[src/rtl/iter_compare.sv]
// Iterative magnitude comparator: walks the operands CHUNK bits at a time, MSB chunk first.
// Optional macro ITER_COMPARE_SIGNED_EN adds a signed_mode input for two's-complement ordering.
module iter_compare #(
  parameter int WIDTH      = 32,
  parameter int CHUNK      = 8,
  parameter int EARLY_EXIT = 1
) (
  input  logic             clk,
  input  logic             rst_n,
  input  logic             in_valid,
  output logic             in_ready,
  input  logic [WIDTH-1:0] a,
  input  logic [WIDTH-1:0] b,
`ifdef ITER_COMPARE_SIGNED_EN
  input  logic             signed_mode,
`endif
  output logic             out_valid,
  input  logic             out_ready,
  output logic             eq,
  output logic             lt,
  output logic             gt
);

  localparam int NCHUNK = WIDTH / CHUNK;
  localparam int IW     = (NCHUNK > 1) ? $clog2(NCHUNK) : 1;

  typedef enum logic [1:0] {IDLE, RUN, DONE} state_t;

  state_t           state, state_next;
  logic [WIDTH-1:0] a_q, b_q;
  logic [IW-1:0]    idx;
  logic             found, pend_lt;
  logic [CHUNK-1:0] slice_a, slice_b;
  logic             slice_ne, slice_lt, last_slice, accept;
`ifdef ITER_COMPARE_SIGNED_EN
  logic             sm_q;
`endif

  assign accept     = in_valid && in_ready;
  assign last_slice = (idx == '0);

  // Flipping both sign bits turns an unsigned compare of the top slice into a signed one.
  always_comb begin
    slice_a = a_q[int'(idx)*CHUNK +: CHUNK];
    slice_b = b_q[int'(idx)*CHUNK +: CHUNK];
`ifdef ITER_COMPARE_SIGNED_EN
    if (sm_q && idx == IW'(NCHUNK-1)) begin
      slice_a[CHUNK-1] = ~slice_a[CHUNK-1];
      slice_b[CHUNK-1] = ~slice_b[CHUNK-1];
    end
`endif
    slice_ne = (slice_a != slice_b);
    slice_lt = (slice_a < slice_b);
  end

  always_ff @(posedge clk or negedge rst_n) begin
    if (!rst_n) state <= IDLE;
    else        state <= state_next;
  end

  always_comb begin
    state_next = state;
    case (state)
      IDLE: if (accept) state_next = RUN;
      RUN:  if ((EARLY_EXIT != 0 && slice_ne) || last_slice) state_next = DONE;
      DONE: if (out_ready) state_next = IDLE;
      default: state_next = IDLE;
    endcase
  end

  always_comb begin
    in_ready  = (state == IDLE) && rst_n;
    out_valid = (state == DONE);
  end

  // found/pend_lt remember the first differing slice so later slices cannot override it.
  always_ff @(posedge clk or negedge rst_n) begin
    if (!rst_n) begin
      a_q     <= '0;
      b_q     <= '0;
      idx     <= '0;
      found   <= 1'b0;
      pend_lt <= 1'b0;
      eq      <= 1'b0;
      lt      <= 1'b0;
      gt      <= 1'b0;
`ifdef ITER_COMPARE_SIGNED_EN
      sm_q    <= 1'b0;
`endif
    end else begin
      case (state)
        IDLE: begin
          if (accept) begin
            a_q   <= a;
            b_q   <= b;
            idx   <= IW'(NCHUNK-1);
            found <= 1'b0;
`ifdef ITER_COMPARE_SIGNED_EN
            sm_q  <= signed_mode;
`endif
          end
        end
        RUN: begin
          if (!found && slice_ne) begin
            found   <= 1'b1;
            pend_lt <= slice_lt;
          end
          if (state_next == DONE) begin
            if (found) begin
              lt <= pend_lt;
              gt <= ~pend_lt;
              eq <= 1'b0;
            end else if (slice_ne) begin
              lt <= slice_lt;
              gt <= ~slice_lt;
              eq <= 1'b0;
            end else begin
              lt <= 1'b0;
              gt <= 1'b0;
              eq <= 1'b1;
            end
          end else begin
            idx <= idx - 1'b1;
          end
        end
        DONE: begin
          if (out_ready) begin
            eq <= 1'b0;
            lt <= 1'b0;
            gt <= 1'b0;
          end
        end
        default: ;
      endcase
    end
  end

endmodule

[config.mk]
export PLATFORM = sky130hd
export DESIGN_NAME = iter_compare
export DESIGN_NICKNAME = d
export VERILOG_FILES = /design/src/rtl/iter_compare.sv
export SDC_FILE = /design/constraint.sdc
export NUM_CORES = 1
export LEC_CHECK = 0
export BUFFER_PORTS_ARGS = -buffer_cell sky130_fd_sc_hd__buf_4
export CAP_MARGIN = 20
export CORE_ASPECT_RATIO = 0.5
export CORE_MARGIN = 1
export CORE_UTILIZATION = 45
export DETAILED_ROUTE_END_ITERATION = 8
export GPL_ROUTABILITY_DRIVEN = 1
export PLACE_DENSITY_LB_ADDON = 0.08
export SLEW_MARGIN = 20
export SYNTH_ARGS = -nofsm -noshare
export SYNTH_HDL_FRONTEND = slang
export SYNTH_SLANG_ARGS = --single-unit
[constraint.sdc]
create_clock -name clk -period 2.9 [get_ports clk]
set_clock_uncertainty 0.05 [all_clocks]
set_input_delay 0.145 -clock clk [delete_from_list [all_inputs] [get_ports clk]]
set_output_delay 0.145 -clock clk [all_outputs]
set_load 0.02 [all_outputs]
Word-level counts from Yosys, hierarchy flattened. Cells that the tools add are included.

Flip-flop bits (word level): 73. Word-level logic and storage cells: 61. Input bits: 68. Output and inout bits: 5.

$lt $le $gt $ge: 1. Add/subtract/negate cells: 1. Equality and inequality tests: 9. Reduce and logical (&&, ||, !) cells: 14. Mux-type cells: 23. Bitwise logic cells: 2. Shift-type cells: 2.

Operators with widths (count): $shiftx A32 B6 Y8 (2); $mux W1 (12); $mux W2 (5); $reduce_and A3 Y1 (3); $lt A8 B8 Y1 (1); $ne A2 B2 Y1 const B (4); $ne A8 B8 Y1 (1); $pmux W1 S2 (4); $pmux W2 S3 (1); $eq A2 B2 Y1 const B (2); $logic_not A2 Y1 (2); $pmux W2 S2 (1); $reduce_and A2 Y1 (2); $reduce_bool A2 Y1 (2); $logic_and A1 B1 Y1 (3); $eq A2 B1 Y1 const B (1); $ne A2 B1 Y1 const B (1); $not A1 Y1 (2); $sub A2 B1 Y2 const B (1); $logic_not A1 Y1 (1); $logic_or A1 B1 Y1 (1).

Depth between registers and ports, before layout.
Depth after elaboration: 8. Depth in mapped cells: 10. Gate-level depth less buffers: 9.

Least setup slack after synthesis. Ideal clock, no wire load.

Kind: register -> register. Start point: reg idx[1]. End point: reg eq. Arrival time: 2.776 ns. Buffers on the path: 2. Cell stages (with the launch flop): 11. Library setup time: 0.121 ns. Slack: -0.048 ns. Data required time: 2.729 ns. Period minus slack after synthesis: 2.948 ns. Cells stage by stage: dfrtp_1 clkbuf_1 clkbuf_1 mux4_2 ha_1 nand4_2 o311ai_2 a221o_2 nand2_2 and3b_4 a32o_2.

Longest elaborated chain between the ends: 8. Elaborated cells on any way between the ends: 14. Those cells by class: 3 x eq/ne; 2 x shift; 6 x mux; 3 x reduce/logical.

Ends and longest elaborated chain: from (decl) (RTL line 31) `logic [IW-1:0] idx;`; from (signal assigned) (RTL line 96) `idx <= IW'(NCHUNK-1);`; from (signal assigned) (RTL line 123) `idx <= idx - 1'b1;`; $shiftx A32 B6 Y8, on equally long branches (RTL line 44, 45); $ne A8 B8 Y1 (RTL line 52) `slice_ne = (slice_a != slice_b);`; $logic_or A1 B1 Y1 (RTL line 65) `RUN: if ((EARLY_EXIT != 0 && slice_ne) || last_slice) state_next = DONE;`; $mux W2 (RTL line 65); $pmux W2 S3 (RTL line 63) `case (state)`; $eq A2 B2 Y1 (RTL line 108) `if (state_next == DONE) begin`; $ne A2 B2 Y1 (no source line); $reduce_and A3 Y1 (no source line); to (signal assigned) (RTL line 112) `eq <= 1'b0;`; to (signal assigned) (RTL line 116) `eq <= 1'b0;`; to (signal assigned) (RTL line 120) `eq <= 1'b1;`; to (decl) (RTL line 19) `output logic eq,`.

Parallel ways exist; a longest one is shown, timed or not. The select of a mux whose other input is x is not followed. A chain may end at the register's enable or synchronous reset.

Worst setup path in the final report.
Start point: reg idx[0]. End point: reg eq.

The elaborated chain is that of the path after synthesis.

==> qor.yml <==
status: "completed"
start_util_pct: 47.2
yosysUniqueCellTypes: 29
worstRegToRegCells: 9
wirelength_mm: 7.74
syn2layout_area_growth_pct: 43.0
wl_per_cell_um: 16.6
num_rows: 22
cts_buffer_depth: 2
critPathMaxStageDelay_ns: 0.53
die_w_um: 127
groute.usage.overall_pct: 20.6
core_area_mm2: 0.00743
setup_tns_ns: 0
cts_inserted_buffers: 9
port_buffers: 72
cp.required_ns: 3.07
p_leak_nw: 2.28
dp_cells: 407
setup.worst_path.start: "idx[0]"
min_period_ns: 2.80
syn_avg_cell_area_um2: 14.5
tightest_slew_ns: 0.627
hold_viol: 0
htree_num_levels: 3
cp_num_cells: 9
dp_hpwl_mm: 5.22
place_congestion: 0.757
antenna_found_initial: 0
clock-sinks: 73
die_area_mm2: 0.00818
synth-seq-cells: 73
root_buffer: "clkbuf_16"
total_power_mw: 5.33
nNetsFinal: 448
grt_start_max_net_pins: 51
overflow: 0
peakVddDrop_v: 0.000454
final_cells: 467
layout_common_cells: "80 x buf_4, 72 x dfrtp_1, 65 x mux2_2, 43 x dlygate4sd3_1, 16 x mux4_2"
slew_violations: 0
cts_tree: "done"
remaining_drc_errors: 0
ys_async_sr_fraction_pct: 100
yosysSeqAreaShare_pct: 52.0
grt_pass1_wl_mm: 12.5
layout_commonest_cell: "buf_4"
post_route_cells_drive_above_1_share_pct: 51.2
syn_nets: 323
critPathBufInv: 1
reg2reg_slack_ns: 0.10
cts.clk_slew.worst_paths_ns: 0.05
rsz0062_at_grt: "no"
rr_startpoint: "idx[0]"
r2r_end: "eq"
p_per_area_mw_per_mm2: 1060
first_pass_iters: 4
synth_area_mm2: 0.00351
end_kind: "flip-flop"
synth_top_area_share_pct: 52.0
postRouteAntennaNets: 0
drv_cap: 0
crit_type: "reg -> reg"
start_kind: "flip-flop"
finalCritPeriodShare_pct: 96.4
cp_top_family: "compound AO/OA/AOI/OAI gates"
synth_edf_count: 0
worst_path_max_delay_cell: "mux4_2"
synth.largest_area_cell: "dfrtp_1"
utilization_pct: 67.5
relSlewSlack_pct: 58.2
ios: 73
holdCritPathClass: "in -> reg"
synth_cells: 242
die_h_um: 64.4
synthFlopType: "dfrtp_1"
endpoint: "eq"
setup_viol: 0
yosys_warnings: 0
fmax_ghz: 0.358
clk-insertion-delay-late_ns: 0.33
ys_top_cells_by_area: "dfrtp_1 52%, mux2_2 21%, mux4_2 10%, ha_1 4.6%, inv_1 1.5%"
crit_chain: "buf_4, mux4_2, ha_1, nand4_4, o311ai_4, a221o_2, nand2_2, and3b_4, a32o_2"
n_antenna_cell: 0
critical_path.max_fanout: 4
vias_per_cell: 5.11
num_vias: 2387
drt_iter0_drc: 146
grt_pass1_vias: 2493
worstPathArrival_ns: 2.96
-- power by group --
group	internal, mW	switching (mW)
registers	1.52	0.261
clock network	0.770	0.393
logic	1.34	1.04
total	3.63	1.69
-- per-stage QoR --
stage / hold slack, ns / worst slack (ns) / area [um2]
4_1_cts: 0.0000148 / 0.00907 / 4900
5_1_grt: 0.00136 / 0.00568 / 5020
6_report: 0.00382 / 0.105 / 5020
3_3_place_gp: 0.0178 / 0.121 / 4200
3_5_place_dp: 0.0309 / 0.0545 / 4200
2_1_floorplan: -0.201 / 0.0613 / 3510
-- worst min path at each step --
stage / from / endpoint / cells after the start
2_1_floorplan: rst_n / a_q[0] / 0
4_1_cts: b[30] / b_q[30] / 2
3_5_place_dp: rst_n / a_q[1] / 1
3_3_place_gp: rst_n / a_q[1] / 1
5_1_grt: b[10] / b_q[10] / 2
6_report: a[18] / a_q[18] / 2
-- routing by layer --
metal  vias up  global-route usage (%)  wire length [um]
li1       1142                       -                 -
met1      1192                    28.4              3680
met2        48                    32.3              3720
met3         5                    5.53               285
met4         0                    5.80                44
met5         -                       0                 0
-- sequential cells by signal (all words and copies together) (netlist names) --
| register | count |
|---|---|
| a_q | 32 |
| found | 1 |
| pend_lt | 1 |
| state | 2 |
| idx | 2 |
| gt | 1 |
| lt | 1 |
| b_q | 32 |
| eq | 1 |
-- cells by family after synthesis --
| kind of cell | synth area share [%] |
|---|---|
| buf+inv | 3.21 |
| mux | 31.1 |
| flops | 52.0 |
| simple gates | 4.39 |
| compound gates | 4.60 |
| fa+ha+maj | 4.63 |
-- repair_timing --
item / in CTS / in global routing
endpoints found under the setup margin: 0 / 5
gates resized for setup: 0 / 7
hold buffers: 38 / 5
setup buffers: 0 / 2
endpoints found under the hold margin: 60 / 5
-- cell usage after synthesis, types with 2 or more instances --
cell type,number
inv_1,14
nand2_1,5
clkbuf_1,5
mux2_2,65
nand3_1,5
ha_1,13
nor2_1,7
a22o_1,3
buf_2,6
nand2b_1,2
a211oi_1,2
a21oi_1,8
dfrtp_1,73
mux4_2,16
o21ai_0,4
-- layout make-up --
class	instances	area (um2)
clock inverters	3	65.1
repair buffers	126	1080
well taps	96	120
multi-input cells	143	1620
inverters	14	52.6
fillers	585	2410
flip-flops and latches	73	1830
clock buffers	12	246
-- worst register-to-register path: stages, from the launching register on --
cell and delay (ns):
dfrtp_2 0.40, buf_4 0.15, mux4_2 0.53, ha_1 0.36
nand4_4 0.14, o311ai_4 0.30, a221o_2 0.24, nand2_2 0.06
and3b_4 0.21, a32o_2 0.25
No activity file was read; power rests on OpenSTA's default activity.
